File: config.mk
export PLATFORM = sky130hd
export DESIGN_NAME = calc1_port_responder_flat
export DESIGN_NICKNAME = d
export VERILOG_FILES = /design/src/rtl/calc1_pkg.sv /design/src/rtl/calc1_port_responder_if.sv /design/src/rtl/calc1_req_fifo.sv /design/src/rtl/calc1_port_responder.sv /design/src/flat_wrapper.sv
export SDC_FILE = /design/constraint.sdc
export NUM_CORES = 1
export LEC_CHECK = 0
export BUFFER_PORTS_ARGS = -buffer_cell sky130_fd_sc_hd__buf_2
export CORE_MARGIN = 2
export CORE_UTILIZATION = 39
export CTS_BUF_LIST = sky130_fd_sc_hd__clkbuf_4 sky130_fd_sc_hd__clkbuf_8 sky130_fd_sc_hd__clkbuf_16
export CTS_CLUSTER_DIAMETER = 40
export CTS_CLUSTER_SIZE = 30
export DETAILED_ROUTE_END_ITERATION = 6
export GPL_ROUTABILITY_DRIVEN = 0
export PLACE_DENSITY_LB_ADDON = 0.25
export SYNTH_ARGS = -nofsm -noshare
export SYNTH_HDL_FRONTEND = slang
export SYNTH_SLANG_ARGS = --single-unit
File: constraint.sdc
create_clock -name c_clk -period 5.5 [get_ports c_clk]
set_clock_uncertainty 0.2 [all_clocks]
set_input_delay 0.825 -clock c_clk [delete_from_list [all_inputs] [get_ports c_clk]]
set_output_delay 0.825 -clock c_clk [all_outputs]
set_load 0.02 [all_outputs]
File: src/rtl/calc1_pkg.sv
// calc1 port shared types: command/response codes and the queued request.
// The LSH/RSH shifter is built only when CALC1_SHIFT_EN is defined.
package calc1_pkg;

  typedef enum logic [3:0] {
    CMD_NOP = 4'd0,
    CMD_ADD = 4'd1,
    CMD_SUB = 4'd2,
    CMD_LSH = 4'd5,
    CMD_RSH = 4'd6
  } calc1_cmd_e;

  typedef enum logic [1:0] {
    RESP_NONE = 2'd0,
    RESP_OK   = 2'd1,
    RESP_ERR  = 2'd2
  } calc1_resp_e;

  typedef struct packed {
    logic [3:0]  cmd;
    logic [31:0] op1;
    logic [31:0] op2;
  } calc1_req_t;

endpackage

File: src/rtl/calc1_port_responder_if.sv
// calc1 request/response port as seen between a driver and the responder.
// pop_stall is a testpoint that freezes the execute stage.
interface calc1_port_responder_if;
  logic [3:0]  req_cmd_in;
  logic [31:0] req_data_in;
  logic        pop_stall;
  logic [1:0]  out_resp;
  logic [31:0] out_data;
  logic        req_drop;

  modport master (
    output req_cmd_in,
    output req_data_in,
    output pop_stall,
    input  out_resp,
    input  out_data,
    input  req_drop
  );

  modport slave (
    input  req_cmd_in,
    input  req_data_in,
    input  pop_stall,
    output out_resp,
    output out_data,
    output req_drop
  );
endinterface

File: src/rtl/calc1_req_fifo.sv
// Synchronous request FIFO with extra-MSB pointers for full/empty.
// A pop in the same cycle frees a slot for a push into a full FIFO.
module calc1_req_fifo
  import calc1_pkg::*;
#(
  parameter int DEPTH = 2
) (
  input  logic       clk,
  input  logic       rst_n,
  input  logic       push,
  input  calc1_req_t wdata,
  input  logic       pop,
  output calc1_req_t rdata,
  output logic       full,
  output logic       empty
);

  localparam int AW = $clog2(DEPTH);

  calc1_req_t    mem [DEPTH];
  logic [AW:0]   wr_ptr;
  logic [AW:0]   rd_ptr;
  logic          do_push;
  logic          do_pop;

  assign empty = (wr_ptr == rd_ptr);
  assign full  = (wr_ptr[AW] != rd_ptr[AW])
              && (wr_ptr[AW-1:0] == rd_ptr[AW-1:0]);

  assign do_pop  = pop && !empty;
  assign do_push = push && (!full || do_pop);

  assign rdata = mem[rd_ptr[AW-1:0]];

  always_ff @(posedge clk or negedge rst_n) begin
    if (!rst_n) begin
      wr_ptr <= '0;
      rd_ptr <= '0;
    end else begin
      if (do_push) wr_ptr <= wr_ptr + 1'b1;
      if (do_pop)  rd_ptr <= rd_ptr + 1'b1;
    end
  end

  always_ff @(posedge clk) begin
    if (do_push) mem[wr_ptr[AW-1:0]] <= wdata;
  end

endmodule

File: src/rtl/calc1_port_responder.sv
// calc1 port responder: two-cycle capture FSM, request FIFO, ALU.
// Define CALC1_SHIFT_EN to build LSH/RSH; otherwise codes 5/6 are invalid.
module calc1_port_responder
  import calc1_pkg::*;
#(
  parameter int FIFO_DEPTH = 2
) (
  input  logic                   c_clk,
  input  logic                   reset,
  calc1_port_responder_if.slave  bus
);

  localparam logic [0:0] IDLE  = 1'b0;
  localparam logic [0:0] OPND2 = 1'b1;

  logic [0:0]  state;
  logic [3:0]  cmd_q;
  logic [31:0] op1_q;

  logic        push;
  logic        pop;
  logic        full;
  logic        empty;
  calc1_req_t  push_req;
  calc1_req_t  head;

  calc1_resp_e resp_d;
  logic [31:0] data_d;
  logic [32:0] sum;

  always_ff @(posedge c_clk or negedge reset) begin
    if (!reset) begin
      state <= IDLE;
      cmd_q <= '0;
      op1_q <= '0;
    end else if (state == IDLE) begin
      if (bus.req_cmd_in != CMD_NOP) begin
        cmd_q <= bus.req_cmd_in;
        op1_q <= bus.req_data_in;
        state <= OPND2;
      end
    end else begin
      state <= IDLE;
    end
  end

  // Operand 2 is taken straight off the bus in the push cycle.
  assign push     = (state == OPND2);
  assign push_req = '{cmd: cmd_q, op1: op1_q, op2: bus.req_data_in};
  assign pop      = !empty && !bus.pop_stall;

  calc1_req_fifo #(
    .DEPTH (FIFO_DEPTH)
  ) u_fifo (
    .clk   (c_clk),
    .rst_n (reset),
    .push  (push),
    .wdata (push_req),
    .pop   (pop),
    .rdata (head),
    .full  (full),
    .empty (empty)
  );

  always_comb begin
    resp_d = RESP_ERR;
    data_d = '0;
    sum    = {1'b0, head.op1} + {1'b0, head.op2};
    unique case (1'b1)
      (head.cmd == CMD_ADD): begin
        if (!sum[32]) begin
          resp_d = RESP_OK;
          data_d = sum[31:0];
        end
      end
      (head.cmd == CMD_SUB): begin
        if (head.op2 <= head.op1) begin
          resp_d = RESP_OK;
          data_d = head.op1 - head.op2;
        end
      end
`ifdef CALC1_SHIFT_EN
      (head.cmd == CMD_LSH): begin
        resp_d = RESP_OK;
        data_d = head.op1 << head.op2[4:0];
      end
      (head.cmd == CMD_RSH): begin
        resp_d = RESP_OK;
        data_d = head.op1 >> head.op2[4:0];
      end
`endif
      default: ;
    endcase
  end

  always_ff @(posedge c_clk or negedge reset) begin
    if (!reset) begin
      bus.out_resp <= RESP_NONE;
      bus.out_data <= '0;
      bus.req_drop <= 1'b0;
    end else begin
      bus.out_resp <= pop ? resp_d : RESP_NONE;
      bus.out_data <= pop ? data_d : '0;
      bus.req_drop <= push && full && !pop;
    end
  end

endmodule

File: src/flat_wrapper.sv
// flat-port wrapper written by rule: the top's interface ports become plain ports
module calc1_port_responder_flat import calc1_pkg::*;
#(
  parameter int FIFO_DEPTH = 2
)
  (c_clk, reset, bus_req_cmd_in, bus_req_data_in, bus_pop_stall, bus_out_resp, bus_out_data, bus_req_drop);
  calc1_port_responder_if bus_i ();
  input  logic c_clk;
  input  logic reset;
  input wire logic [$bits(bus_i.req_cmd_in)-1:0] bus_req_cmd_in;
  input wire logic [$bits(bus_i.req_data_in)-1:0] bus_req_data_in;
  input wire logic [$bits(bus_i.pop_stall)-1:0] bus_pop_stall;
  output wire logic [$bits(bus_i.out_resp)-1:0] bus_out_resp;
  output wire logic [$bits(bus_i.out_data)-1:0] bus_out_data;
  output wire logic [$bits(bus_i.req_drop)-1:0] bus_req_drop;
  assign bus_i.req_cmd_in = bus_req_cmd_in;
  assign bus_i.req_data_in = bus_req_data_in;
  assign bus_i.pop_stall = bus_pop_stall;
  assign bus_out_resp = bus_i.out_resp;
  assign bus_out_data = bus_i.out_data;
  assign bus_req_drop = bus_i.req_drop;
  calc1_port_responder #(.FIFO_DEPTH(FIFO_DEPTH)) u_core (.c_clk(c_clk), .reset(reset), .bus(bus_i));
endmodule
==> qor.yml, run 1 <==
worst_setup_path:
  worst-path-max-fanout: 38
  startpoint_type: "flip-flop"
  critPathTopFamily: "simple AND/OR/NAND/NOR gates"
  cpPeakStageDelay_ns: 0.82
  critPathRequiredTime_ns: 5.73
  critPathSlowestCell: "dfrtp_4"
  worstSetupPathType: "flip-flop to flip-flop"
  reg2regPathDepth: 11
  crit_top_cell: "buf_4"
  crit_buf_inv: 2
  arrival_ns: 4.99
  worst_r2r_endpoint: "u_core.bus.out_data[2]$_DFF_PN0_"
  worstReg2RegStart: "u_core.u_fifo.rd_ptr[0]$_DFFE_PN0P_"
  r2r_slack_ns: 0.74
  path_cells: "buf_4 > mux2_2 > ha_1 > nor4_1 > and4_1 > a32oi_2 > a211oi_1 > or3_1 > buf_4 > o221ai_1 > and3_1"
  end_kind: "flip-flop"
global_routing:
  overflow: 0
  grt_pass1_vias: 7924
  grt_max_degree: 47
  antenna_found_initial: 0
  grt_use_total_pct: 17.9
  grt_pass1_wl_um: 43600
detailed_routing:
  firstDrtPassIters: 5
  wire_per_inst_um: 18.7
  drt-total-wl_um: 27400
  drt-initial-drc-count: 645
  drtAntennaViolNets: 0
  via_per_inst: 5.52
  vias: 8094
  drc: 0
floorplanning:
  io_pins: 74
  die_w_um: 175
  floorplan.initialDensity_pct: 39.7
  die_height_um: 175
  coreArea_mm2: 0.0287
  num_rows: 62
  die_area_mm2: 0.0306
clock_tree:
  cts_tree: "done"
  clock_sinks: 212
  cts_buffers: 30
  worstSkewPairLatency_ns: 0.55
  htreeDepth: 1
  cts-root-buf: "clkbuf_16"
  post_cts_buffers: 0
  ctsHoldBuffers: 0
  path_clk_slew_ns: 0.06
  clockBufferDepth: 3
  ctsResizeCount: 0
power_and_ir_drop:
  vdd_ir_drop_max_v: 0.000306
  switching_power_mw: 4.08
  p_seq_share_pct: 25.9
  switching_share_pct: 43.5
  power.internal_mw: 5.31
  p_comb_share_pct: 52.3
  p_clk_share_pct: 21.8
  p_leak_nw: 5.46
  powerDensity_mw_per_mm2: 707
timing:
  period_share_pct: 86.5
  fmax_ghz: 0.210
  setup_viol: 0
  finalHoldViolCount: 0
  min_period_ns: 4.76
  tightest_slew_ns: 1.01
  slew-limit-headroom_pct: 32.3
  final_max_slew_viol_count: 0
  worst_slack_ns: 0.743
  fin_tns_setup_ns: 0
  rsz0062_at_grt: "no"
logic_synthesis:
  synth.area.top_cells: "edfxtp_1, dfrtp_1, ha_1"
  synth_top_area_share_pct: 35.9
  yosys_warnings: 0
  ys_async_sr_fraction_pct: 35.8
  syn_area_mm2: 0.0114
  synth_edf_count: 136
  ys_seq_elements: 212
  avgSynthCellArea_um2: 11.5
  syn_nets: 1093
  synth_seq_area_share_pct: 52.6
  synth_flop_cell: "edfxtp_1"
  synth_cells: 988
  ys_types: 78
  yosysTopAreaCell: "edfxtp_1"
outcome:
  status: "complete, no violations"
layout:
  area_delta_synth_final_pct: 16.7
  diodes: 0
  nets: 1164
  drive_gt1_share_pct: 22.5
placed_design:
  io_buffers: 73
  pre_cts_ws_ns: 0.794
  hpwl_um: 19400
min_path:
  hp-class: "primary input to asynchronous set/reset pin"
job:
  maxCapViolations: 0
[worst max-delay path by stage]
| stage | startpoint | end | slack, ns | cells past startpoint |
|---|---|---|---|---|
| after CTS | u_core.u_fifo.rd_ptr[0]$_DFFE_PN0P_ | u_core.bus.out_data[7]$_DFF_PN0_ | 0.79 | 14 |
| after global routing | u_core.u_fifo.rd_ptr[0]$_DFFE_PN0P_ | u_core.bus.out_data[6]$_DFF_PN0_ | 0.40 | 11 |
| after global placement | u_core.u_fifo.rd_ptr[0]$_DFFE_PN0P_ | u_core.bus.out_data[7]$_DFF_PN0_ | 0.86 | 12 |
| after floorplan | bus_pop_stall | u_core.u_fifo.mem[0][0]$_DFFE_PP_ | 0.95 | 3 |
| final | u_core.u_fifo.rd_ptr[0]$_DFFE_PN0P_ | u_core.bus.out_data[2]$_DFF_PN0_ | 0.74 | 11 |
| after detailed placement | u_core.u_fifo.rd_ptr[0]$_DFFE_PN0P_ | u_core.bus.out_data[7]$_DFF_PN0_ | 0.79 | 14 |
[area by class of cell]
type,instances,area [µm²]
clock buffer,32,790
clock inverter,24,317
fill,2662,15400
inverter,67,251
multi-input combinational,657,4940
sequential,212,5990
tap,384,480
timing repair buffer,91,515
[cell usage in the layout, fill, tap and decap left out, types with 12 or more instances in the layout]
cell type,count
edfxtp_1,136
a21oi_1,86
dfrtp_1,75
buf_2,72
mux2_2,67
inv_1,66
ha_1,64
o21ai_0,60
nor2_1,45
nand2_1,41
mux2i_1,33
clkbuf_16,31
nor3_1,22
buf_4,18
o211ai_1,17
a21o_1,13
a211oi_1,13
o21bai_1,12
[layer usage]
metal,GRT usage (%),wire (µm),vias to the layer above
met2,28.4,12400,289
met5,0,0,-
met3,3.07,1740,57
li1,-,-,3842
met4,5.69,738,0
met1,24.9,12500,3906
[metrics by stage]
| stage | instance area (µm²) | cells | power [mW] | hold slack (ns) | utilization [%] |
|---|---|---|---|---|---|
| 6_report | 13300 | 1467 | 9.39 | 0.0222 | 46.3 |
| 5_1_grt | 13300 | 1467 | 10.1 | 0.0525 | 46.3 |
| 4_1_cts | 13300 | 1467 | 9.38 | 0.0388 | 46.3 |
| 3_5_place_dp | 12200 | 1411 | 7.30 | 0.251 | 42.4 |
| 3_3_place_gp | 12200 | 1411 | 7.26 | 0.245 | 42.4 |
| 2_1_floorplan | 11400 | 988 | 6.10 | 0.238 | - |
[logic make-up (layout without fill, tap and decap cells)]
| family | after synthesis | in the layout | synth area share (%) |
|---|---|---|---|
| multiplexers | 100 | 100 | 9.53 |
| AND/OR/NAND/NOR | 194 | 194 | 8.77 |
| buffers and inverters | 119 | 214 | 4.24 |
| AO/OA/AOI/OAI | 291 | 291 | 17.1 |
| XOR/XNOR | 6 | 6 | 0.461 |
| flip-flops | 212 | 212 | 52.6 |
| adder cells (fa/ha/maj) | 66 | 66 | 7.38 |
[registers in the layout (all words and copies together), names as in the netlist]
signal,count
u_core.push,1
u_core.u_fifo.rd_ptr,2
u_core.cmd_q,4
u_core.u_fifo.wr_ptr,2
u_core.op1_q,32
u_core.bus.out_data,32
u_core.u_fifo.mem,136
u_core.bus.out_resp,2
u_core.bus.req_drop,1
[synth_stat cells, types with 13 or more instances]
library cell and count:
a21o_1 13, edfxtp_1 136, nor2_1 47, o211ai_1 17, o21ai_0 60, inv_1 66
a211oi_1 13, mux2i_1 33, buf_2 20, mux2_2 67, nor3_1 23, ha_1 64
clkbuf_1 24, dfrtp_1 76, nand2_1 41, a21oi_1 86
[power by group through the flow]
stage               clock (mW)  combinational, mW  sequential (mW)
floorplan                    0               3.68             2.41
global placement             0               4.80             2.46
detailed placement           0               4.82             2.47
CTS                       2.08               4.86             2.44
global route              2.16               5.42             2.49
finish                    2.04               4.91             2.43
(Power assumes the default switching activity.)
==> run 2, diff against run 1 <==
==> constraint.sdc (replaced) <==
create_clock -name c_clk -period 5.5 [get_ports c_clk]
set_clock_uncertainty 0.2 [all_clocks]
set_input_delay 0.55 -clock c_clk [delete_from_list [all_inputs] [get_ports c_clk]]
set_output_delay 0.55 -clock c_clk [all_outputs]
set_load 0.02 [all_outputs]
==> run 2 against run 1 <==
Total power is 0.25% higher; global-route usage up 0.066 points; sequential power hardly changed; count of clock-buffer cells in the layout did not move; non-clock buffer count up 23; final area is 1.7% higher; first-iteration DRC count up 22%; sequential share of layout area is 0.77 points lower; combinational power hardly changed; clock power hardly changed; critical path type unchanged.
==> qor.yml, run 2 (synthesis gave the netlist of run 1 again) <==
worst_setup_path:
  startpoint_type: "flip-flop"  # unchanged
  critPathRequiredTime_ns: 5.74  # was 5.73 ns
  worstReg2RegStart: "u_core.u_fifo.rd_ptr[0]$_DFFE_PN0P_"  # unchanged
  critPathTopFamily: "simple AND/OR/NAND/NOR gates"  # unchanged
  crit_top_cell: "buf_4"  # unchanged
  end_kind: "flip-flop"  # unchanged
  cpPeakStageDelay_ns: 0.82  # about the same
  arrival_ns: 5.02  # was 4.99 ns
  worstSetupPathType: "flip-flop to flip-flop"  # unchanged
  reg2regPathDepth: 11  # unchanged
  crit_buf_inv: 2  # unchanged
  r2r_slack_ns: 0.72  # was 0.74 ns
  worst-path-max-fanout: 38  # unchanged
  worst_r2r_endpoint: "u_core.bus.out_data[2]$_DFF_PN0_"  # unchanged
  critPathSlowestCell: "dfrtp_4"  # unchanged
  path_cells: "buf_4 > mux2_2 > ha_1 > nor4_1 > and4_1 > a32oi_2 > a211oi_1 > or3_1 > buf_4 > o221ai_1 > and3_1"  # unchanged
timing:
  worst_slack_ns: 0.719  # was 0.743 ns
  min_period_ns: 4.78  # was 4.76 ns
  final_max_slew_viol_count: 0  # unchanged
  fmax_ghz: 0.209  # was 0.210 GHz
  period_share_pct: 86.9  # was 86.5%
  setup_viol: 0  # unchanged
  slew-limit-headroom_pct: 31.9  # was 32.3%
  rsz0062_at_grt: "no"  # unchanged
  fin_tns_setup_ns: 0  # unchanged
  finalHoldViolCount: 0  # unchanged
  tightest_slew_ns: 1.02  # was 1.01 ns
layout:
  drive_gt1_share_pct: 22.1  # was 22.5%
  instances_no_fill: 1490  # was 1467
  diodes: 0  # unchanged
  fill_cells: 2649  # was 2662
  largest_reg_flops: 136  # unchanged
  area_delta_synth_final_pct: 18.7  # was 16.7%
  nets: 1187  # was 1164
  mostFrequentLayoutCell: "edfxtp_1"  # unchanged
  final_cell_mix: "edfxtp_1, a21oi_1, dfrtp_1"  # unchanged
global_routing:
  grt_pass1_wl_um: 43800  # was 43600 µm
  antenna_found_initial: 0  # unchanged
  grt_pass1_vias: 7991  # was 7924
  overflow: 0  # unchanged
  grt_use_total_pct: 17.9  # about the same
  grt_max_degree: 47  # unchanged
clock_tree:
  cts-root-buf: "clkbuf_16"  # unchanged
  post_cts_buffers: 0  # unchanged
  clock_sinks: 212  # unchanged
  ctsResizeCount: 0  # unchanged
  cts_buffers: 30  # unchanged
  htreeDepth: 1  # unchanged
  path_clk_slew_ns: 0.06  # about the same
  cts_tree: "done"  # unchanged
  clockBufferDepth: 3  # unchanged
  worstSkewPairLatency_ns: 0.55  # about the same
  ctsHoldBuffers: 22  # was 0
power_and_ir_drop:
  p_leak_nw: 5.56  # was 5.46 nW
  power.internal_mw: 5.32  # was 5.31 mW
  switching_power_mw: 4.10  # was 4.08 mW
  powerDensity_mw_per_mm2: 696  # was 707 mW/mm²
  p_comb_share_pct: 52.4  # was 52.3%
  vdd_ir_drop_max_v: 0.000306  # about the same
  p_seq_share_pct: 25.8  # was 25.9%
  switching_share_pct: 43.5  # about the same
  p_clk_share_pct: 21.7  # was 21.8%
detailed_routing:
  via_per_inst: 5.48  # was 5.52
  vias: 8172  # was 8094
  wire_per_inst_um: 18.4  # was 18.7 µm
  drt-total-wl_um: 27500  # was 27400 µm
  drc: 0  # unchanged
  firstDrtPassIters: 5  # unchanged
  drt-initial-drc-count: 786  # was 645
  drtAntennaViolNets: 0  # unchanged
floorplanning:
  die_w_um: 175  # unchanged
  floorplan.initialDensity_pct: 39.7  # unchanged
  die_height_um: 175  # unchanged
  coreArea_mm2: 0.0287  # unchanged
  num_rows: 62  # unchanged
  io_pins: 74  # unchanged
  die_area_mm2: 0.0306  # unchanged
placed_design:
  io_buffers: 73  # unchanged
  pre_cts_ws_ns: 0.794  # unchanged
  hpwl_um: 19400  # unchanged
  dp.cells: 1411  # unchanged
min_path:
  min_to: "u_core.u_fifo.mem[0][11]$_DFFE_PP_"
  hold_start: "bus_req_data_in[11]"
  holdPathStages: 1
  hp-class: "primary input to flip-flop"  # was primary input to asynchronous set/reset pin
job:
  maxCapViolations: 0  # unchanged
outcome:
  status: "complete, no violations"  # unchanged
## run 2: stage by stage
stage               total power, mW  instance area [µm²]  hold WS, ns  utilization, %
floorplan                      6.10                11400       0.0544               -
global placement               7.26                12200        0.245            42.4
detailed placement             7.30                12200        0.251            42.4
CTS                            9.39                13500      0.00153            47.1
global route                   10.1                13500     0.000948            47.1
finish                         9.41                13500       0.0127            47.1
## run 2: layout make-up
type	count	area, µm²	share of cell area (%)
Inverter	67	251	1.86
Clock inverter	24	317	2.34
Multi-Input combinational cell	657	4940	36.6
Tap cell	384	480	3.55
Clock buffer	32	790	5.84
Timing Repair Buffer	114	746	5.52
Sequential cell	212	5990	44.3
## run 2: routing by layer
metal	share of wire (%)	vias up	wire length (µm)	global-route usage, %
met5	0	-	0	0
met4	2.5	0	697	5.69
met3	6.1	54	1670	2.96
met2	46	273	12600	28.7
met1	45	3954	12500	25.0
li1	-	3891	-	-
## run 2: worst max path at each step
stage / startpoint / end / slack, ns / depth (start not counted)
after floorplan: u_core.u_fifo.rd_ptr[0]$_DFFE_PN0P_ / u_core.u_fifo.mem[0][0]$_DFFE_PP_ / 1.11 / 5
after global placement: u_core.u_fifo.rd_ptr[0]$_DFFE_PN0P_ / u_core.bus.out_data[7]$_DFF_PN0_ / 0.86 / 12
after detailed placement: u_core.u_fifo.rd_ptr[0]$_DFFE_PN0P_ / u_core.bus.out_data[7]$_DFF_PN0_ / 0.79 / 14
after CTS: u_core.u_fifo.rd_ptr[0]$_DFFE_PN0P_ / u_core.bus.out_data[7]$_DFF_PN0_ / 0.79 / 14
after global routing: u_core.u_fifo.rd_ptr[0]$_DFFE_PN0P_ / u_core.bus.out_data[6]$_DFF_PN0_ / 0.40 / 11
final: u_core.u_fifo.rd_ptr[0]$_DFFE_PN0P_ / u_core.bus.out_data[2]$_DFF_PN0_ / 0.72 / 11
## run 2: power groups by stage
stage | Combinational [mW] | Clock, mW | Sequential (mW)
floorplan | 3.68 | 0 | 2.41
global placement | 4.80 | 0 | 2.46
detailed placement | 4.82 | 0 | 2.47
CTS | 4.87 | 2.08 | 2.44
global route | 5.43 | 2.16 | 2.49
finish | 4.94 | 2.04 | 2.43
